File: src/rtl/bep_frame_check_if.sv
// Signal bundle between the serial field decoder / readout logic and the BEP frame checker.
// The checker is the slave: it consumes strobes and decoder fields and drives the result registers.
interface bep_frame_check_if;
    logic        transmission_begin;
    logic        bit_strobe;
    logic [31:0] preamble;
    logic [31:0] constant;
    logic [31:0] thermostat_id;
    logic [15:0] type_1;
    logic [15:0] type_2;
    logic [15:0] room_temp;
    logic [15:0] set_temp;
    logic [7:0]  state;
    logic [7:0]  tail_1;
    logic [7:0]  tail_2;
    logic [7:0]  tail_3;
    logic        busy;
    logic        frame_valid;
    logic        frame_error;
    logic [2:0]  error_code;
    logic [31:0] id_out;
    logic [15:0] room_out;
    logic [15:0] set_out;
    logic [7:0]  state_out;
    logic [7:0]  good_count;
    logic [7:0]  bad_count;

    modport master (
        output transmission_begin, bit_strobe, preamble, constant, thermostat_id,
               type_1, type_2, room_temp, set_temp, state, tail_1, tail_2, tail_3,
        input  busy, frame_valid, frame_error, error_code, id_out, room_out, set_out,
               state_out, good_count, bad_count
    );

    modport slave (
        input  transmission_begin, bit_strobe, preamble, constant, thermostat_id,
               type_1, type_2, room_temp, set_temp, state, tail_1, tail_2, tail_3,
        output busy, frame_valid, frame_error, error_code, id_out, room_out, set_out,
               state_out, good_count, bad_count
    );
endinterface

File: src/rtl/bep_frame_check.sv
// BEP frame checker: counts decoded bits, lets the decoder fields settle, validates framing
// and latches payload of good frames with one-cycle good/bad strobes and saturating counters.
module bep_frame_check #(
    parameter int          FRAME_BITS     = 192,
    parameter logic [31:0] PREAMBLE       = 32'hFFFF_FFFE,
    parameter logic [31:0] CONSTANT       = 32'h0000_0001,
    parameter logic [23:0] TAIL           = 24'h00_00_00,
    parameter int          TIMEOUT_CYCLES = 20000
) (
    input logic              clk,
    input logic              rst_n,
    bep_frame_check_if.slave bus
);
    typedef enum logic [1:0] {IDLE, RECEIVE, SETTLE, REPORT} fsm_state_t;

    localparam logic [2:0] ERR_TRUNCATED = 3'd5;
    localparam logic [2:0] ERR_TIMEOUT   = 3'd6;

    fsm_state_t  state_q, state_d;
    logic [7:0]  bit_cnt;
    logic [15:0] idle_timer;
    logic [2:0]  result_code;
    logic [2:0]  check_code;
    logic        restart_pending;
    logic        last_strobe;
    logic        timed_out;

    assign last_strobe = bus.bit_strobe && (bit_cnt == 8'(FRAME_BITS - 1));
    assign timed_out   = !bus.bit_strobe && (idle_timer == 16'(TIMEOUT_CYCLES - 1));

    // Framing check, lowest error code wins.
    always_comb begin
        check_code = 3'd0;
        if (bus.preamble != PREAMBLE)                               check_code = 3'd1;
        else if (bus.type_1 != bus.type_2)                          check_code = 3'd2;
        else if (bus.constant != CONSTANT)                          check_code = 3'd3;
        else if ({bus.tail_1, bus.tail_2, bus.tail_3} != TAIL)      check_code = 3'd4;
    end

    // NOTE: sequential state uses non-blocking assignments so every flop samples pre-edge values.
    always_ff @(posedge clk or negedge rst_n) begin
        if (!rst_n) state_q <= IDLE;
        else        state_q <= state_d;
    end

    // NOTE: state_d is defaulted first so no path through the case leaves it unassigned (no latch).
    always_comb begin
        state_d = state_q;
        unique case (state_q)
            IDLE:    if (bus.transmission_begin) state_d = RECEIVE;
            RECEIVE: begin
                if (bus.transmission_begin) state_d = RECEIVE;
                else if (last_strobe)       state_d = SETTLE;
                else if (timed_out)         state_d = REPORT;
            end
            SETTLE:  state_d = REPORT;
            REPORT:  state_d = (restart_pending || bus.transmission_begin) ? RECEIVE : IDLE;
        endcase
    end

    always_ff @(posedge clk or negedge rst_n) begin
        if (!rst_n) begin
            bit_cnt         <= '0;
            idle_timer      <= '0;
            result_code     <= '0;
            restart_pending <= 1'b0;
            bus.busy        <= 1'b0;
            bus.frame_valid <= 1'b0;
            bus.frame_error <= 1'b0;
            bus.error_code  <= '0;
            bus.id_out      <= '0;
            bus.room_out    <= '0;
            bus.set_out     <= '0;
            bus.state_out   <= '0;
            bus.good_count  <= '0;
            bus.bad_count   <= '0;
        end else begin
            bus.frame_valid <= 1'b0;
            bus.frame_error <= 1'b0;
            bus.busy        <= (state_d != IDLE);
            unique case (state_q)
                IDLE: begin
                    bit_cnt    <= '0;
                    idle_timer <= '0;
                end
                RECEIVE: begin
                    if (bus.transmission_begin) begin
                        // Aborted frame is reported immediately; the new frame starts from zero.
                        bit_cnt         <= '0;
                        idle_timer      <= '0;
                        bus.frame_error <= 1'b1;
                        bus.error_code  <= ERR_TRUNCATED;
                        if (bus.bad_count != 8'hFF) bus.bad_count <= bus.bad_count + 8'd1;
                    end else if (bus.bit_strobe) begin
                        bit_cnt    <= bit_cnt + 8'd1;
                        idle_timer <= '0;
                    end else begin
                        idle_timer <= idle_timer + 16'd1;
                        if (timed_out) result_code <= ERR_TIMEOUT;
                    end
                end
                SETTLE: begin
                    result_code <= check_code;
                    if (bus.transmission_begin) restart_pending <= 1'b1;
                end
                REPORT: begin
                    restart_pending <= 1'b0;
                    bit_cnt         <= '0;
                    idle_timer      <= '0;
                    if (result_code == 3'd0) begin
                        bus.frame_valid <= 1'b1;
                        bus.id_out      <= bus.thermostat_id;
                        bus.room_out    <= bus.room_temp;
                        bus.set_out     <= bus.set_temp;
                        bus.state_out   <= bus.state;
                        if (bus.good_count != 8'hFF) bus.good_count <= bus.good_count + 8'd1;
                    end else begin
                        bus.frame_error <= 1'b1;
                        bus.error_code  <= result_code;
                        if (bus.bad_count != 8'hFF) bus.bad_count <= bus.bad_count + 8'd1;
                    end
                end
            endcase
        end
    end
endmodule

File: src/flat_wrapper.sv
// flat-port wrapper written by rule: the top's interface ports become plain ports
module bep_frame_check_flat 
#(
    parameter int          FRAME_BITS     = 192,
    parameter logic [31:0] PREAMBLE       = 32'hFFFF_FFFE,
    parameter logic [31:0] CONSTANT       = 32'h0000_0001,
    parameter logic [23:0] TAIL           = 24'h00_00_00,
    parameter int          TIMEOUT_CYCLES = 20000
)
  (clk, rst_n, bus_transmission_begin, bus_bit_strobe, bus_preamble, bus_constant, bus_thermostat_id, bus_type_1, bus_type_2, bus_room_temp, bus_set_temp, bus_state, bus_tail_1, bus_tail_2, bus_tail_3, bus_busy, bus_frame_valid, bus_frame_error, bus_error_code, bus_id_out, bus_room_out, bus_set_out, bus_state_out, bus_good_count, bus_bad_count);
  bep_frame_check_if bus_i ();
  input logic clk;
  input logic rst_n;
  input wire logic [$bits(bus_i.transmission_begin)-1:0] bus_transmission_begin;
  input wire logic [$bits(bus_i.bit_strobe)-1:0] bus_bit_strobe;
  input wire logic [$bits(bus_i.preamble)-1:0] bus_preamble;
  input wire logic [$bits(bus_i.constant)-1:0] bus_constant;
  input wire logic [$bits(bus_i.thermostat_id)-1:0] bus_thermostat_id;
  input wire logic [$bits(bus_i.type_1)-1:0] bus_type_1;
  input wire logic [$bits(bus_i.type_2)-1:0] bus_type_2;
  input wire logic [$bits(bus_i.room_temp)-1:0] bus_room_temp;
  input wire logic [$bits(bus_i.set_temp)-1:0] bus_set_temp;
  input wire logic [$bits(bus_i.state)-1:0] bus_state;
  input wire logic [$bits(bus_i.tail_1)-1:0] bus_tail_1;
  input wire logic [$bits(bus_i.tail_2)-1:0] bus_tail_2;
  input wire logic [$bits(bus_i.tail_3)-1:0] bus_tail_3;
  output wire logic [$bits(bus_i.busy)-1:0] bus_busy;
  output wire logic [$bits(bus_i.frame_valid)-1:0] bus_frame_valid;
  output wire logic [$bits(bus_i.frame_error)-1:0] bus_frame_error;
  output wire logic [$bits(bus_i.error_code)-1:0] bus_error_code;
  output wire logic [$bits(bus_i.id_out)-1:0] bus_id_out;
  output wire logic [$bits(bus_i.room_out)-1:0] bus_room_out;
  output wire logic [$bits(bus_i.set_out)-1:0] bus_set_out;
  output wire logic [$bits(bus_i.state_out)-1:0] bus_state_out;
  output wire logic [$bits(bus_i.good_count)-1:0] bus_good_count;
  output wire logic [$bits(bus_i.bad_count)-1:0] bus_bad_count;
  assign bus_i.transmission_begin = bus_transmission_begin;
  assign bus_i.bit_strobe = bus_bit_strobe;
  assign bus_i.preamble = bus_preamble;
  assign bus_i.constant = bus_constant;
  assign bus_i.thermostat_id = bus_thermostat_id;
  assign bus_i.type_1 = bus_type_1;
  assign bus_i.type_2 = bus_type_2;
  assign bus_i.room_temp = bus_room_temp;
  assign bus_i.set_temp = bus_set_temp;
  assign bus_i.state = bus_state;
  assign bus_i.tail_1 = bus_tail_1;
  assign bus_i.tail_2 = bus_tail_2;
  assign bus_i.tail_3 = bus_tail_3;
  assign bus_busy = bus_i.busy;
  assign bus_frame_valid = bus_i.frame_valid;
  assign bus_frame_error = bus_i.frame_error;
  assign bus_error_code = bus_i.error_code;
  assign bus_id_out = bus_i.id_out;
  assign bus_room_out = bus_i.room_out;
  assign bus_set_out = bus_i.set_out;
  assign bus_state_out = bus_i.state_out;
  assign bus_good_count = bus_i.good_count;
  assign bus_bad_count = bus_i.bad_count;
  bep_frame_check #(.FRAME_BITS(FRAME_BITS), .PREAMBLE(PREAMBLE), .CONSTANT(CONSTANT), .TAIL(TAIL), .TIMEOUT_CYCLES(TIMEOUT_CYCLES)) u_core (.clk(clk), .rst_n(rst_n), .bus(bus_i));
endmodule
File: config.mk
export PLATFORM = sky130hd
export DESIGN_NAME = bep_frame_check_flat
export DESIGN_NICKNAME = d
export VERILOG_FILES = /design/src/rtl/bep_frame_check_if.sv /design/src/rtl/bep_frame_check.sv /design/src/flat_wrapper.sv
export SDC_FILE = /design/constraint.sdc
export NUM_CORES = 1
export LEC_CHECK = 0
export CORE_MARGIN = 2
export CORE_UTILIZATION = 40
export DETAILED_ROUTE_END_ITERATION = 7
export GPL_TIMING_DRIVEN = 0
export HOLD_SLACK_MARGIN = 0.03
export PLACE_DENSITY = 0.92
export SETUP_SLACK_MARGIN = 0.15
export SYNTH_ARGS = -nofsm -noshare
export SYNTH_HDL_FRONTEND = slang
export SYNTH_SLANG_ARGS = --single-unit
File: constraint.sdc
create_clock -name clk -period 2.3 [get_ports clk]
set_input_delay 0.23 -clock clk [delete_from_list [all_inputs] [get_ports clk]]
set_output_delay 0.23 -clock clk [all_outputs]
set_load 0.01 [all_outputs]
==> flow_summary.yaml, run 1 <==
global_route:
  grt-ovfl-total: 0
  grt_pass1_vias: 5941
  grt_pass1_wl_um: 27700
  grt_max_degree: 103
  antenna_found_initial: 0
  grt_use_total_pct: 23.3
setup_path:
  worstPathArrival_ps: 2350
  rr_startpoint: "u_core.state_q[1]"
  critical_path_required_ps: 2580
  crit_fanout: 10
  startpoint: "u_core.state_q[1]"
  cp_slowest_cell: "or4b_4"
  crit_chain: "ha_2 > or4b_4 > clkbuf_2 > clkbuf_1 > nand2_1 > nand2_1"
  path_class: "reg -> reg"
  slowest_delay_ps: 500
  setup.worst_path.end_class: "flip-flop"
  r2r-end: "u_core.bus.id_out[13]"
  reg2reg_slack_ps: 230
  r2r.worst_path.cells: 6
  cp_top_family: "simple AND/OR/NAND/NOR gates"
  crit_path_start_kind: "flip-flop"
  cp_num_buf_inv: 2
  crit_top_cell: "nand2_1"
sta:
  rsz0062_at_grt: "true"
  fmax_ghz: 0.484
  drv_slew: 0
  min_period_over_period_pct: 89.8
  period_needed_ps: 2070
  fin_skew_ps: 14.9
  finalHoldViolCount: 0
  setup_violations: 0
  tightest_slew_ps: 901
  max_slew_margin_pct: 39.4
yosys:
  syn_nets: 848
  syn_avg_cell_area_um2: 8.88
  synth_compound_area_share_pct: 7.69
  synth-edff-count: 0
  synth_top_family_by_area: "simple AND/OR/NAND/NOR gates"
  syn_inst: 643
  seq_area_frac_synth_pct: 54.3
  synthAdderAreaFrac_pct: 1.97
  synth.cell_area_mm2: 0.00571
  synth-xor-area-share_pct: 4.60
  ys_async_sr_fraction_pct: 100
  synth.area.mux_share_pct: 1.12
  yosysUniqueCellTypes: 47
  yosys_warnings: 0
  ys.flop_type: "dfrtp_1"
  yosys.area_share.simple_pct: 28.1
  ys_ff_latch: 124
finish:
  diodes: 0
  final_nets: 1166
  final_common_cell: "clkdlybuf4s50_1"
  layout_common_cells: "clkdlybuf4s50_1, nand2_1, dfrtp_1"
  area_growth_pct: 68.1
  drive_above_1_share_pct: 7.91
  utilization_pct: 68.9
  fillers: 1012
  final_area_mm2: 0.00960
power_and_ir_drop:
  leakage_uw: 0.00403
  total_power_uw: 6100
  p_per_area_mw_per_mm2: 635
  peakVddDrop_mv: 0.497
detailed_routing:
  vias: 5831
  drtIter0Drc: 339
  wl_per_cell_um: 15.2
  drcViolationCount: 0
  wl_um: 17600
  vias_per_cell: 5.05
  drt_first_pass_iters: 4
  ant_nets: 0
die:
  die_x_um: 123
  rows: 43
  die-area_mm2: 0.0153
  coreArea_mm2: 0.0139
  io_pins: 290
  initial_core_util_pct: 41.0
  die_y_um: 123
hold_path:
  hold_path_end: "u_core.bus.frame_error"
  hold_path_depth: 3
  min_path_type: "in -> reg"
  holdCritStartpoint: "bus_transmission_begin"
clocking:
  cts_tree: "done"
  cts_root_buffer: "clkbuf_16"
  clk_latency_ps: 410
  clock-sinks: 124
  cts_buffers: 17
  path_clk_slew_ps: 60
  cts_buffer_depth: 2
  cts_max_level: 4
place:
  port_buffers: 288
  gp_congestion: 0.826
  placed_cell_area_mm2: 0.00885
  dp_hpwl_um: 13300
status:
  status: "finished clean"
job:
  cap_violations: 0
==> cell usage after synthesis, types with 2 or more instances <==
cell        n  share of area (%)
and3_1      2               0.22
o31ai_1     6               0.79
inv_1      10               0.66
a21oi_1     8               0.70
a31oi_1     5               0.55
o21ai_0    38                3.3
nand2_1   251                 16
or2_2       4               0.44
nor4_1     17                1.9
nand4b_1    3               0.46
ha_1        9                2.0
nor2_1     34                2.2
nand3_1    13                1.1
nand4_1    22                2.4
xor2_1      7                1.1
clkbuf_1   22                1.4
mux2_2      3               0.59
xnor2_1    23                3.5
buf_1       2               0.13
nor3_1      6               0.53
a211oi_1    2               0.26
dfrtp_1   124                 54
mux2i_1     3               0.53
nand2b_1    4               0.44
o22ai_1     3               0.33
==> per-stage QoR <==
| step | setup WS (ps) | TNS [ps] | std cells | hold WS [ps] |
|---|---|---|---|---|
| CTS | 152 | 0 | 1146 | 181 |
| finish | 235 | 0 | 1154 | 192 |
| global placement | -3790 | -485610 | 1111 | 453 |
| global route | 89.3 | 0 | 1154 | 222 |
| detailed placement | -386 | -18360 | 1112 | 94.5 |
| floorplan | 321 | 0 | 643 | -65.6 |
==> tightest hold or removal path, delay by kind of cell <==
family / cells / cell delay, ps
buffers and inverters: 1 / 190
AND/OR/NAND/NOR: 2 / 140
==> layout make-up <==
class / count / area [µm²] / share of cell area (%)
multi-input cells: 485 / 2510 / 26.1
clock inverters: 14 / 194 / 2.02
well taps: 180 / 225 / 2.35
clock buffers: 18 / 429 / 4.47
inverters: 10 / 37.5 / 0.391
plain buffers: 23 / 101 / 1.06
repair buffers: 300 / 3000 / 31.2
flip-flops and latches: 124 / 3110 / 32.4
==> sequential cells by signal (all words and copies together) (netlist names) <==
signal,count
u_core.bus.id_out,32
u_core.bus.room_out,16
u_core.bus.set_out,16
u_core.idle_timer,16
u_core.bit_cnt,8
u_core.bus.bad_count,8
u_core.bus.good_count,8
u_core.bus.state_out,8
u_core.bus.error_code,3
u_core.result_code,3
u_core.state_q,2
u_core.bus.busy,1
u_core.bus.frame_error,1
u_core.bus.frame_valid,1
u_core.restart_pending,1
==> power by group <==
group          switching, µW  internal [µW]
clock network            997           1810
registers               97.6           2270
logic                    352            565
total                   1450           4650
==> what timing repair did <==
action / CTS / global route
hold endpoints to repair: 22 / 0
buffers inserted: 1 / 9
pin swaps: 0 / 3
setup endpoints to repair: 86 / 23
hold buffers: 1 / 0
resized for setup: 15 / 10
==> cells by family (layout without fill, tap and decap cells) <==
group                    count (synthesis)  after routing
buffers and inverters                   34            365
AND/OR/NAND/NOR                        367            367
flip-flops                             124            124
multiplexers                             6              6
AO/OA/AOI/OAI                           73             73
adder cells (fa/ha/maj)                  9              9
XOR/XNOR                                30             30
==> how the worst max path moves through the flow <==
stage | end | slack, ps | cells past startpoint
floorplan | u_core.bus.good_count[5] | 320 | 7
global placement | u_core.bus.state_out[0] | -3790 | 1
detailed placement | u_core.bus.id_out[1] | -390 | 7
CTS | u_core.idle_timer[11] | 150 | 9
global route | u_core.result_code[0] | 90 | 5
finish | u_core.bus.id_out[13] | 230 | 6
==> per-layer routing <==
layer | part of all wire [%] | track usage, % | vias up | routed length, µm
li1 | - | - | 2808 | -
met1 | 36 | 25.1 | 2727 | 6400
met2 | 54 | 44.0 | 259 | 9470
met3 | 7.2 | 4.84 | 37 | 1260
met4 | 2.6 | 9.09 | 0 | 462
met5 | 0 | 0 | - | 0
Note: power is estimated with default switching activity, not from simulation.
==> run 2: changes to the inputs <==
--- a/config.mk
+++ b/config.mk
@@ -6,10 +6,11 @@
 export NUM_CORES = 1
 export LEC_CHECK = 0
+export ABC_AREA = 1
 export CORE_MARGIN = 2
-export CORE_UTILIZATION = 40
+export CORE_UTILIZATION = 42
 export DETAILED_ROUTE_END_ITERATION = 7
 export GPL_TIMING_DRIVEN = 0
-export HOLD_SLACK_MARGIN = 0.03
-export PLACE_DENSITY = 0.92
+export HOLD_SLACK_MARGIN = 0.15
+export PLACE_DENSITY = 0.93
 export SETUP_SLACK_MARGIN = 0.15
 export SYNTH_ARGS = -nofsm -noshare
==> constraint.sdc (replaced) <==
create_clock -name clk -period 2.3 [get_ports clk]
set_input_delay 0.23 -clock clk [delete_from_list [all_inputs] [get_ports clk]]
set_output_delay 0.23 -clock clk [all_outputs]
set_load 0.02 [all_outputs]
==> run 2 against run 1 <==
Sequential power increased by 9.3%; sequential share of layout area down 1.5 points; die area up 5.2%; final area rose by 4.8%; wire length grew 11%; clock power fell by 6%; combinational power increased by 80%; largest cell class unchanged; largest power group unchanged.
==> flow_summary.yaml, run 2 <==
power_and_ir_drop:
  pwr-share-seq_pct: 37.7
  combPwrFrac_pct: 24.0
  p_per_area_mw_per_mm2: 683
  p_clk_share_pct: 38.3
  p_sw_share_pct: 29.4
  total_power_uw: 6870
  power_switching_uw: 2020
  leakage_uw: 0.00457
  peakVddDrop_mv: 0.646
  p_int_uw: 4850
yosys:
  synth_top_cells_by_count: "nand2_1, dfrtp_1, nor2_1"
  yosys.area.top_type: "dfrtp_1"
  ys_ff_latch: 124
  syn_inst: 839
  synthTopCellsByArea: "dfrtp_1, nand2_1, nor2_1"
  synth-edff-count: 0
  syn_nets: 1044
  seq_area_frac_synth_pct: 49.1
  synth.area.mux_share_pct: 0.178
  synthAdderAreaFrac_pct: 1.78
  synth-xor-area-share_pct: 2.91
  yosys_warnings: 0
  synth_top_family_by_area: "simple AND/OR/NAND/NOR gates"
  ys_async_sr_fraction_pct: 100
  yosys.cell_count.top_type: "nand2_1"
  syn_avg_cell_area_um2: 7.53
  yosys.area_share.simple_pct: 34.7
  synth.cell_area_mm2: 0.00632
  yosysUniqueCellTypes: 39
  ys.flop_type: "dfrtp_1"
  synth_compound_area_share_pct: 4.65
  synth_top_area_share_pct: 49.1
setup_path:
  worstPathArrival_ps: 2230
  rr_startpoint: "u_core.state_q[0]"
  r2r.worst_path.cells: 11
  path_class: "reg -> reg"
  critical_path_required_ps: 2640
  reg2reg_slack_ps: 410
  setup.worst_path.end_class: "flip-flop"
  crit_path_start_kind: "flip-flop"
  crit_fanout: 6
  r2r-end: "u_core.idle_timer[13]"
global_route:
  grt-ovfl-total: 0
  grt_max_degree: 66
  grt_pass1_vias: 6518
  grt_use_total_pct: 24.8
  antenna_found_initial: 0
  grt_pass1_wl_um: 31700
place:
  pre_cts_ws_ps: 432
  dp_cells: 1312
  port_buffers: 288
  dp_hpwl_um: 15400
  gp_congestion: 0.858
die:
  die_y_um: 127
  die_x_um: 127
  initial_core_util_pct: 43.2
  io_pins: 290
  rows: 44
  coreArea_mm2: 0.0146
  die-area_mm2: 0.0160
detailed_routing:
  drt_first_pass_iters: 5
  vias_per_cell: 4.79
  ant_nets: 0
  drtIter0Drc: 475
  drcViolationCount: 0
  wl_um: 19600
  vias: 6446
  wl_per_cell_um: 14.5
job:
  cap_violations: 0
clocking:
  cts_max_level: 4
  cts_root_buffer: "clkbuf_16"
  ctsResizeCount: 0
  cts_buffer_depth: 2
  clock-sinks: 124
  cts_buffers: 17
  post_cts_buffers: 0
  path_clk_slew_ps: 60
  clk_latency_ps: 410
  cts_tree: "done"
finish:
  diodes: 0
  final_nets: 1353
  fillers: 1106
  drive_above_1_share_pct: 6.63
  largest_reg_flops: 32
  stdcell_count: 1345
  layout_common_cells: "nand2_1, clkdlybuf4s50_1, dfrtp_1"
  top_register: "u_core.bus.id_out"
  final_common_cell: "nand2_1"
  area_growth_pct: 59.2
hold_path:
  hold_path_depth: 3
  hold_path_end: "u_core.bus.frame_error"
  min_path_type: "in -> reg"
  holdCritStartpoint: "bus_transmission_begin"
status:
  status: "finished clean"
sta:
  finalHoldViolCount: 0
  setup_slack_ps: 407
  min_period_over_period_pct: 82.3
  holdWs_ps: 185
  rsz0062_at_grt: "false"
  setup_violations: 0
  drv_slew: 0
  tightest_slew_ps: 620
  fmax_ghz: 0.528
  fin_skew_ps: 8.32
  period_needed_ps: 1890
  max_slew_margin_pct: 58.7
==> run 2: final cells by class <==
class	instances	area, µm²	area share [%]
Sequential cell	124	3100	30.8
Clock inverter	15	161	1.60
Clock buffer	17	425	4.23
Timing Repair Buffer	290	2920	29.0
Multi-Input combinational cell	608	2800	27.8
Tap cell	184	230	2.29
Inverter	91	342	3.40
Buffer	16	80.1	0.796
==> run 2: timing repair <==
item                       in CTS  in global routing
hold buffers                    1                  0
setup endpoints to repair       0                  0
hold endpoints to repair       64                  0
==> run 2: worst max-delay path by stage <==
stage	to	start
after floorplan	u_core.idle_timer[13]	u_core.state_q[0]
after global placement	u_core.bus.id_out[21]	rst_n
after detailed placement	u_core.idle_timer[13]	u_core.state_q[0]
after CTS	u_core.idle_timer[13]	u_core.state_q[0]
after global routing	u_core.idle_timer[13]	u_core.state_q[0]
final	u_core.idle_timer[13]	u_core.state_q[0]
==> run 2: per-layer routing <==
layer	track usage, %	vias up	part of all wire [%]
met4	9.89	0	3.2
met1	28.3	3023	39
li1	-	3189	-
met2	44.5	191	51
met3	6.33	43	6.2
met5	0	-	0
==> run 2: cell families after synthesis <==
group	count (synthesis)
and+or+nand+nor	527
DFF	124
buffers and inverters	107
AOI/OAI and AO/OA	50
xor gates and xnor gates	21
adders and majority gates	9
muxes	1
==> run 2: critical path: stages (launching register included) <==
cell      delay [ps]
dfrtp_1          400
inv_1            120
ha_1             370
inv_2             90
nor2_8           120
inv_2             60
nor2_4           140
inv_2             80
nor2_4           130
a21boi_1         170
o21ai_1           90
o21ai_2           60
==> run 2: stage by stage <==
step	utilization, %	instance area, µm²	TNS [ps]
after global placement	64.4	9430	-465980
after floorplan	-	6320	0
after CTS	68.7	10100	0
after detailed placement	64.6	9460	0
final	68.7	10100	0
after global routing	68.7	10100	0
==> run 2: power groups by stage <==
stage	Combinational, µW	Clock, µW	Sequential, µW
floorplan	533	0	2810
global placement	1590	0	2600
detailed placement	1640	0	2620
CTS	1660	2660	2590
global route	1780	2790	2620
finish	1650	2630	2590
==> run 3: changes to the inputs <==
Clock period 2.3 ns to 1.9 ns, I/O delays scaled along.
==> run 3 against run 2 <==
Core utilization up 1.6 points; register-to-register slack worse by 310 ps; non-clock buffer count up 17; fmax up 4.9%; global-route usage grew 0.24 points; largest power group unchanged.
==> flow_summary.yaml, run 3 (same netlist as run 2, synthesis figures left out) <==
finish:
  area_growth_pct: 62.8
  fillers: 1069
  largest_reg_flops: 32
  final_nets: 1370
  top_register: "u_core.bus.id_out"
  layout_common_cells: "nand2_1, clkdlybuf4s50_1, dfrtp_1"
  diodes: 0
  final_common_cell: "nand2_1"
  drive_above_1_share_pct: 9.68
setup_path:
  crit_path_start_kind: "flip-flop"
  r2r-end: "u_core.idle_timer[13]"
  rr_startpoint: "u_core.state_q[1]"
  setup.worst_path.end_class: "flip-flop"
  r2r.worst_path.cells: 11
  path_class: "reg -> reg"
  crit_fanout: 6
  crit_chain: "inv_2 > ha_4 > inv_6 > nor2_8 > inv_4 > nor2_4 > inv_2 > nor2_4 > a21boi_2 > o21ai_1 > o21ai_2"
  slowest_delay_ps: 420
  cp_slowest_cell: "dfrtp_1"
  worstPathArrival_ps: 2140
  critical_path_required_ps: 2230
  reg2reg_slack_ps: 100
job:
  cap_violations: 0
sta:
  drv_slew: 0
  setup_violations: 0
  period_needed_ps: 1800
  rsz0062_at_grt: "true"
  max_slew_margin_pct: 58.7
  fin_skew_ps: 7.32
  fmax_ghz: 0.554
  tightest_slew_ps: 619
  finalHoldViolCount: 0
  min_period_over_period_pct: 95.0
  holdWs_ps: 315
clocking:
  cts_tree: "done"
  clock-sinks: 124
  cts_buffers: 17
  cts_max_level: 4
  path_clk_slew_ps: 60
  cts_buffer_depth: 2
  clk_latency_ps: 410
  cts_root_buffer: "clkbuf_16"
hold_path:
  min_path_type: "in -> reg"
  hold_path_end: "u_core.bus.id_out[7]"
  hold_path_depth: 3
  holdCritStartpoint: "bus_thermostat_id[7]"
place:
  port_buffers: 288
  gp_congestion: 0.858
  dp_hpwl_um: 15400
die:
  coreArea_mm2: 0.0146
  rows: 44
  initial_core_util_pct: 43.2
  die_y_um: 127
  die_x_um: 127
  die-area_mm2: 0.0160
  io_pins: 290
power_and_ir_drop:
  power_switching_uw: 2520
  leakage_uw: 0.00470
  combPwrFrac_pct: 25.2
  p_clk_share_pct: 37.7
  peakVddDrop_mv: 0.781
  p_per_area_mw_per_mm2: 824
  total_power_uw: 8480
  p_int_uw: 5960
  pwr-share-seq_pct: 37.1
  p_sw_share_pct: 29.7
global_route:
  antenna_found_initial: 0
  grt_pass1_vias: 6562
  grt-ovfl-total: 0
  grt_pass1_wl_um: 32000
  grt_use_total_pct: 25.0
  grt_max_degree: 66
detailed_routing:
  wl_um: 20200
  wl_per_cell_um: 14.8
  vias_per_cell: 4.81
  ant_nets: 0
  drt_first_pass_iters: 5
  vias: 6555
  drcViolationCount: 0
  drtIter0Drc: 453
status:
  status: "finished clean"
run 3: cell types whose count changed in the layout (fill, tap and decap cells not counted), sizes merged:
| cell | before | now |
|---|---|---|
| buf | 12 | 22 |
| dlygate4sd3 | 1 | 2 |
| clkbuf | 23 | 29 |
| clkdlybuf4s50 | 287 | 285 |
| inv | 95 | 96 |
| dlymetal6s2s | 0 | 2 |
| clkinv | 5 | 4 |
run 3: timing repair:
item	CTS	global route
gates resized for setup	7	33
hold buffers	2	0
buffers inserted	2	14
pin swaps	0	8
setup endpoints to repair	38	102
endpoints found under the hold margin	65	0
run 3: metrics by stage:
step | instances | setup slack, ps | setup TNS [ps] | util, % | cell area (µm²)
floorplan | 839 | 239 | 0 | - | 6320
global placement | 1311 | -4120 | -510620 | 64.4 | 9430
detailed placement | 1312 | 32.3 | 0 | 64.6 | 9460
CTS | 1348 | 118 | 0 | 69.0 | 10100
global route | 1362 | 3.64 | 0 | 70.3 | 10300
finish | 1362 | 95.1 | 0 | 70.3 | 10300
run 3: power by group through the flow:
stage               clock network [µW]  logic, µW  registers (µW)
floorplan                            0        646            3400
CTS                               3220       2050            3130
finish                            3200       2140            3140
global placement                     0       1920            3150
detailed placement                   0       1990            3170
global route                      3370       2300            3170
run 3: metal layers:
| layer | track usage, % | routed length (µm) | vias to the layer above |
|---|---|---|---|
| li1 | - | - | 3216 |
| met1 | 28.5 | 7860 | 3084 |
| met2 | 45.2 | 10500 | 211 |
| met3 | 6.20 | 1220 | 44 |
| met4 | 10.1 | 565 | 0 |
| met5 | 0 | 0 | - |
run 3: how the worst max path moves through the flow:
stage	start	end	slack, ps	depth (start not counted)
after floorplan	u_core.state_q[0]	u_core.idle_timer[13]	240	11
after global placement	rst_n	u_core.bus.id_out[21]	-4120	1
after detailed placement	u_core.state_q[0]	u_core.idle_timer[13]	30	11
after CTS	u_core.state_q[0]	u_core.idle_timer[13]	120	11
after global routing	u_core.state_q[1]	u_core.idle_timer[13]	4	11
final	u_core.state_q[1]	u_core.idle_timer[13]	100	11
run 3: critical path, delay by kind of cell (launching register included):
kind / cells / cell delay (ps)
simple gates: 3 / 420
fa+ha+maj: 1 / 300
flops: 1 / 420
buf+inv: 4 / 270
compound gates: 3 / 310
run 3: final cells by class:
type,count,area (µm²),area share [%]
clock buffer,17,425,4.13
timing repair buffer,307,3060,29.7
clock inverter,15,161,1.57
buffer,16,103,0.997
inverter,91,352,3.42
sequential,124,3100,30.2
tap,184,230,2.24
multi-input combinational,608,2860,27.8
